<file path="src/rtl/rgen_arbiter_pkg.sv">
// rtl/rgen_arbiter_pkg.sv - shared types and status codes for the two-requester host arbiter
// Contents:
//   arb_state_e         : one-hot arbiter state (IDLE, BUSY, DONE)
//   RGEN_STATUS_OKAY    : 3-bit status for a normal completion
//   RGEN_STATUS_TIMEOUT : 3-bit status for a forced completion after a stalled BUSY
package rgen_arbiter_pkg;

    // One-hot encoding; any other pattern decodes back to IDLE.
    typedef enum logic [2:0] {
        IDLE = 3'b001,
        BUSY = 3'b010,
        DONE = 3'b100
    } arb_state_e;

    localparam logic [2:0] RGEN_STATUS_OKAY    = 3'b000;
    localparam logic [2:0] RGEN_STATUS_TIMEOUT = 3'b010;

endpackage

</file>
<file path="src/rtl/rgen_round_robin_2.sv">
// rtl/rgen_round_robin_2.sv - two-way round-robin grant selector
// Ports:
//   i_request : per-requester request vector
//   i_pointer : requester favoured when both request
//   o_grant   : one-hot grant (all zero when nothing requests)
module rgen_round_robin_2 (
    input  logic [1:0] i_request,
    input  logic       i_pointer,
    output logic [1:0] o_grant
);

    always_comb begin
        o_grant = 2'b00;
        if (&i_request) begin
            o_grant = i_pointer ? 2'b10 : 2'b01;
        end else begin
            // Zero or one bit set: already one-hot (or empty).
            o_grant = i_request;
        end
    end

endmodule

</file>
<file path="src/rtl/rgen_host_arbiter.sv">
// rtl/rgen_host_arbiter.sv - arbitrates two host requesters onto one local command bus
// Optional feature: define RGEN_HOST_ARBITER_TIMEOUT_EN to force an error completion
// after TIMEOUT_CYCLES cycles in BUSY without a downstream response.
// Ports:
//   clk, rst_n                       : clock, synchronous active-low reset
//   i_command_valid/i_write/i_read   : per-requester command request and type
//   i_address/i_write_data/i_write_mask : per-requester command payload
//   o_response_ready                 : per-requester one-cycle completion pulse
//   o_read_data/o_status             : shared response, non-zero only during a pulse
//   o_command_valid..o_write_mask    : downstream command bus, driven only in BUSY
//   i_response_ready/i_read_data/i_status : downstream response
module rgen_host_arbiter
    import rgen_arbiter_pkg::*;
#(
    parameter int DATA_WIDTH     = 32,
    parameter int ADDRESS_WIDTH  = 8,
    parameter int TIMEOUT_CYCLES = 255
) (
    input  logic                          clk,
    input  logic                          rst_n,
    input  logic [1:0]                    i_command_valid,
    input  logic [1:0]                    i_write,
    input  logic [1:0]                    i_read,
    input  logic [1:0][ADDRESS_WIDTH-1:0] i_address,
    input  logic [1:0][DATA_WIDTH-1:0]    i_write_data,
    input  logic [1:0][DATA_WIDTH-1:0]    i_write_mask,
    output logic [1:0]                    o_response_ready,
    output logic [DATA_WIDTH-1:0]         o_read_data,
    output logic [2:0]                    o_status,
    output logic                          o_command_valid,
    output logic                          o_write,
    output logic                          o_read,
    output logic [ADDRESS_WIDTH-1:0]      o_address,
    output logic [DATA_WIDTH-1:0]         o_write_data,
    output logic [DATA_WIDTH-1:0]         o_write_mask,
    input  logic                          i_response_ready,
    input  logic [DATA_WIDTH-1:0]         i_read_data,
    input  logic [2:0]                    i_status
);

    if (TIMEOUT_CYCLES < 1) begin : g_timeout_cycles_invalid
        $error("TIMEOUT_CYCLES must be at least 1");
    end

    arb_state_e               state_q, state_d;
    logic                     ptr_q, ptr_d;
    logic                     grant_q, grant_d;
    logic                     write_q, write_d;
    logic                     read_q, read_d;
    logic [ADDRESS_WIDTH-1:0] address_q, address_d;
    logic [DATA_WIDTH-1:0]    wdata_q, wdata_d;
    logic [DATA_WIDTH-1:0]    wmask_q, wmask_d;

    logic [1:0] rr_grant;
    logic       rr_idx;
    logic       in_busy;
    logic       real_resp;
    logic       timeout_hit;
    logic       finish;

    rgen_round_robin_2 u_round_robin (
        .i_request (i_command_valid),
        .i_pointer (ptr_q),
        .o_grant   (rr_grant)
    );

    assign rr_idx    = rr_grant[1];
    assign in_busy   = (state_q == BUSY);
    assign real_resp = in_busy && i_response_ready;

`ifdef RGEN_HOST_ARBITER_TIMEOUT_EN
    localparam int CNT_W = $clog2(TIMEOUT_CYCLES + 1);
    logic [CNT_W-1:0] cnt_q, cnt_d;

    // A response arriving on the timeout cycle takes precedence.
    assign timeout_hit = in_busy && !i_response_ready && (cnt_q == CNT_W'(TIMEOUT_CYCLES));
`else
    assign timeout_hit = 1'b0;
`endif

    assign finish = real_resp || timeout_hit;

    always_comb begin
        state_d   = state_q;
        ptr_d     = ptr_q;
        grant_d   = grant_q;
        write_d   = write_q;
        read_d    = read_q;
        address_d = address_q;
        wdata_d   = wdata_q;
        wmask_d   = wmask_q;
        unique case (state_q)
            IDLE: begin
                if (|i_command_valid) begin
                    grant_d   = rr_idx;
                    write_d   = i_write[rr_idx];
                    read_d    = i_read[rr_idx];
                    address_d = i_address[rr_idx];
                    wdata_d   = i_write_data[rr_idx];
                    wmask_d   = i_write_mask[rr_idx];
                    state_d   = BUSY;
                end
            end
            BUSY: begin
                if (finish) begin
                    ptr_d   = ~grant_q;
                    state_d = DONE;
                end
            end
            DONE:    state_d = IDLE;
            default: state_d = IDLE;
        endcase
    end

`ifdef RGEN_HOST_ARBITER_TIMEOUT_EN
    always_comb begin
        cnt_d = cnt_q;
        if (state_q == IDLE && |i_command_valid) begin
            cnt_d = '0;
        end else if (in_busy) begin
            cnt_d = cnt_q + CNT_W'(1);
        end
    end
`endif

    always_ff @(posedge clk) begin
        if (!rst_n) begin
            state_q   <= IDLE;
            ptr_q     <= 1'b0;
            grant_q   <= 1'b0;
            write_q   <= 1'b0;
            read_q    <= 1'b0;
            address_q <= '0;
            wdata_q   <= '0;
            wmask_q   <= '0;
`ifdef RGEN_HOST_ARBITER_TIMEOUT_EN
            cnt_q     <= '0;
`endif
        end else begin
            state_q   <= state_d;
            ptr_q     <= ptr_d;
            grant_q   <= grant_d;
            write_q   <= write_d;
            read_q    <= read_d;
            address_q <= address_d;
            wdata_q   <= wdata_d;
            wmask_q   <= wmask_d;
`ifdef RGEN_HOST_ARBITER_TIMEOUT_EN
            cnt_q     <= cnt_d;
`endif
        end
    end

    // Outputs are qualified with rst_n so a reset cycle shows all zeros even
    // while the registers still hold BUSY, and a response during reset is dropped.
    always_comb begin
        o_command_valid  = 1'b0;
        o_write          = 1'b0;
        o_read           = 1'b0;
        o_address        = '0;
        o_write_data     = '0;
        o_write_mask     = '0;
        o_response_ready = 2'b00;
        o_read_data      = '0;
        o_status         = RGEN_STATUS_OKAY;
        if (rst_n && in_busy) begin
            o_command_valid = 1'b1;
            o_write         = write_q;
            o_read          = read_q;
            o_address       = address_q;
            o_write_data    = wdata_q;
            o_write_mask    = wmask_q;
        end
        if (rst_n && finish) begin
            o_response_ready = grant_q ? 2'b10 : 2'b01;
            if (real_resp) begin
                o_read_data = i_read_data;
                o_status    = i_status;
            end else begin
                o_status    = RGEN_STATUS_TIMEOUT;
            end
        end
    end

endmodule

</file>
<file path="config.mk">
export PLATFORM = sky130hd
export DESIGN_NAME = rgen_host_arbiter
export DESIGN_NICKNAME = d
export VERILOG_FILES = /design/src/rtl/rgen_arbiter_pkg.sv /design/src/rtl/rgen_round_robin_2.sv /design/src/rtl/rgen_host_arbiter.sv
export SDC_FILE = /design/constraint.sdc
export NUM_CORES = 1
export LEC_CHECK = 0
export ABC_AREA = 1
export CORE_AREA = 2 2 118 120
export CTS_CLUSTER_SIZE = 28
export DETAILED_ROUTE_END_ITERATION = 10
export DIE_AREA = 0 0 120 122
export HOLD_SLACK_MARGIN = 0.12
export PLACE_DENSITY = 0.92
export SLEW_MARGIN = 20
export SYNTH_ARGS = -nofsm -noshare
export SYNTH_HDL_FRONTEND = slang
export SYNTH_SLANG_ARGS = --single-unit
</file>
<file path="constraint.sdc">
create_clock -name clk -period 2.4 [get_ports clk]
set_input_delay 0.48 -clock clk [delete_from_list [all_inputs] [get_ports clk]]
set_output_delay 0.48 -clock clk [all_outputs]
set_load 0.05 [all_outputs]
</file>
==> results.sh, run 1 <==
export IMPL_antenna_found_initial=1
export IMPL_cts_sinks=79
export IMPL_skew_ps=4.06
export IMPL_grt_pass1_vias=5993
export IMPL_synthCells=977
export IMPL_synth_ff_type="dfxtp_1"
export IMPL_via_count=6224
export IMPL_holdWs_ps=443
export IMPL_yosys_area_top_type_share=0.307
export IMPL_detail_route_vias_per_cell=4.36
export IMPL_crit_family="simple AND/OR/NAND/NOR gates"
export IMPL_comb_power_share=0.334
export IMPL_stdcell_count=1428
export IMPL_min_period_ps=2310
export IMPL_grt_total_usage=0.231
export IMPL_ys_top_cells_by_count="331 x nor2_1, 302 x nand2_1, 188 x inv_1"
export IMPL_r2r_slack_ps=950
export IMPL_whs_path_depth=3
export IMPL_die_area_um2=14600
export IMPL_synth_seq_cells=79
export IMPL_die_w_um=120
export IMPL_startpoint_type="register"
export IMPL_io_buffer_count=299
export IMPL_row_count=43
export IMPL_path_class="reg -> out"
export IMPL_rr_startpoint="state_q[1]$_SDFFE_PN0P_"
export IMPL_path_cells="nand3_2 > nor2_4 > inv_2 > buf_12 > nor2_1 > buf_12"
export IMPL_ctsResizeCount=0
export IMPL_drtAntennaViolNets=0
export IMPL_hold_viol_final=0
export IMPL_clockPowerShare=0.319
export IMPL_fmax_ghz=0.434
export IMPL_p_int_w=0.00309
export IMPL_rr_endpoint="wmask_q[4]$_SDFFE_PN0P_"
export IMPL_dr_pass1_iters=5
export IMPL_core_area_um2=13500
export IMPL_critPathSlowestCell="dfxtp_1"
export IMPL_grt_overflow=0
export IMPL_root_buffer="clkbuf_16"
export IMPL_syn_area_per_cell_um2=5.28
export IMPL_outcome="completed"
export IMPL_fillers=966
export IMPL_ys_warn_count=0
export IMPL_drcViolationCount=0
export IMPL_cts_buffers=9
export IMPL_p_sw_w=0.00144
export IMPL_setup_viol=0
export IMPL_critPathCaptureType="output pin"
export IMPL_grt_start_max_net_pins=77
export IMPL_syn_num_nets=1165
export IMPL_ir_worst_vdd_uv=298
export IMPL_globalplace_congestion=0.804
export IMPL_synth_most_common_cell="nor2_1"
export IMPL_synth_area_top_cells="dfxtp_1 31%, nor2_1 24%, nand2_1 22%, inv_1 14%, buf_2 2.4%"
export IMPL_crit_top_cell="buf_12"
export IMPL_routedWlPerCell_um=12.2
export IMPL_post_route_period_util=0.960
export IMPL_post_cts_buffers=0
export IMPL_arrival_ps=1830
export IMPL_critPathRequiredTime_ps=1920
export IMPL_ys_types=16
export IMPL_seqPwrFrac=0.347
export IMPL_synth_area_um2=5150
export IMPL_yosysSeqAreaShare=0.307
export IMPL_worstMarginPinSlew_ps=839
export IMPL_synthArstFlopShare=0
export IMPL_path_clk_slew_ps=60
export IMPL_crit_buf_inv=3
export IMPL_seq_area_um2=1580
export IMPL_first_iter_violations=364
export IMPL_reg2regPathDepth=7
export IMPL_syn_to_final_growth_pct=87.4
export IMPL_cts_hold_buf=0
export IMPL_die_height_um=122
export IMPL_hold_path_class="in -> reg"
export IMPL_ioPinCount=300
export IMPL_place_inst=1411
export IMPL_worstHoldEndpoint="state_q[1]$_SDFFE_PN0P_"
export IMPL_drive_gt1_frac=0.140
export IMPL_cp_max_fo=74
export IMPL_p_per_area_nw_per_um2=470
export IMPL_multi_input_area_um2=2560
export IMPL_cts_buffer_depth=2
export IMPL_num_nets_final=1430
export IMPL_final_max_slew_viol_count=0
export IMPL_tritoncts="done"
export IMPL_place_hpwl_um=13300
export IMPL_slowest_delay_ps=400
export IMPL_leakagePower_nw=4.90
export IMPL_rsz0062_at_grt="false"
export IMPL_cap_violations=0
export IMPL_grt_pass1_wl_um=27000
export IMPL_relSlewSlack=0.441
export IMPL_routed_wirelength_um=17500
export IMPL_synth_top_cell_by_area="dfxtp_1"
export IMPL_htreeDepth=3
export IMPL_synth_edf_count=0
export IMPL_clock_latency_ps=330
export IMPL_start_util=0.382
export IMPL_hp_start="rst_n"
export IMPL_sw_frac_of_total=0.318
-- worst max-delay path by stage --
| stage | endpoint | startpoint | depth (start not counted) |
|---|---|---|---|
| floorplan | o_write_data[0] | rst_n | 7 |
| global placement | o_read_data[20] | i_response_ready | 5 |
| detailed placement | o_read_data[7] | i_response_ready | 5 |
| CTS | o_write_mask[5] | state_q[1]$_SDFFE_PN0P_ | 6 |
| global route | o_write_mask[18] | state_q[1]$_SDFFE_PN0P_ | 6 |
| finish | o_write_mask[23] | state_q[1]$_SDFFE_PN0P_ | 6 |
-- worst register-to-register path, delay by kind of cell (launching register included) --
| family | cells | cell delay (ps) |
|---|---|---|
| AND/OR/NAND/NOR | 5 | 570 |
| buffers and inverters | 2 | 430 |
| flip-flops | 1 | 350 |
-- cells in the final DEF, fill, tap and decap left out --
cell / n
a21oi_1: 1
nor2_2: 26
nor2_1: 314
diode_2: 1
inv_1: 188
nand2_1: 300
clkbuf_1: 1
clkinv_2: 2
nor2_4: 2
buf_12: 118
dfxtp_1: 79
nand3_2: 3
buf_4: 2
buf_2: 1
clkdlybuf4s50_1: 186
clkbuf_16: 9
nand2_2: 1
o21ai_0: 2
bufinv_16: 2
nand2_4: 1
nand3_1: 1
inv_2: 5
clkinvlp_4: 2
nand4_1: 1
-- kinds of logic (layout without fill, tap and decap cells) --
group           Yosys count  after routing  share of synthesized area
compound gates            3              3                    0.00291
flops                    79             79                      0.307
other cells               0              1                          0
buf+inv                 246            516                      0.208
simple gates            649            649                      0.482
-- sequential cells by signal (all words and copies together) (netlist names) --
signal,count
write_q,1
read_q,1
wmask_q,32
ptr_q,1
wdata_q,32
state_q,3
grant_q,1
address_q,8
-- power groups by stage --
stage / clock, W / combinational, W / sequential, W
2_1_floorplan: 0 / 0.000956 / 0.00159
3_3_place_gp: 0 / 0.00145 / 0.00159
3_5_place_dp: 0 / 0.00151 / 0.00160
4_1_cts: 0.00149 / 0.00152 / 0.00157
5_1_grt: 0.00154 / 0.00170 / 0.00159
6_report: 0.00145 / 0.00151 / 0.00157
-- per-layer routing --
layer	track usage	vias to the layer above	wire [um]
met4	0.119	0	682
met2	0.457	235	9440
met5	0	-	0
li1	-	3236	-
met3	0.0342	49	896
met1	0.230	2704	6440
-- cell type report --
type / instances / share of cell area
tap: 180 / 0.0233
inverter: 193 / 0.0750
antenna: 1 / 0.000259
timing repair buffer: 307 / 0.440
clock buffer: 10 / 0.0237
multi-input combinational: 652 / 0.266
clock inverter: 6 / 0.00881
sequential: 79 / 0.164
-- through the flow --
step / util / power, W / instance area (um2) / worst slack (ps) / TNS (ps)
2_1_floorplan: - / 0.00254 / 5200 / -63.7 / -4380
3_3_place_gp: 0.692 / 0.00304 / 9340 / 293 / 0
3_5_place_dp: 0.692 / 0.00312 / 9340 / 226 / 0
4_1_cts: 0.715 / 0.00458 / 9650 / 142 / 0
5_1_grt: 0.715 / 0.00483 / 9660 / 50.5 / 0
6_report: 0.715 / 0.00454 / 9660 / 95.0 / 0
(Power assumes the default switching activity.)
==> run 2, diff against run 1 <==
GPL_ROUTABILITY_DRIVEN = 0   (was default)
==> results of run 2 <==
No change in the layout: final DEF, timing and power equal those of run 1.
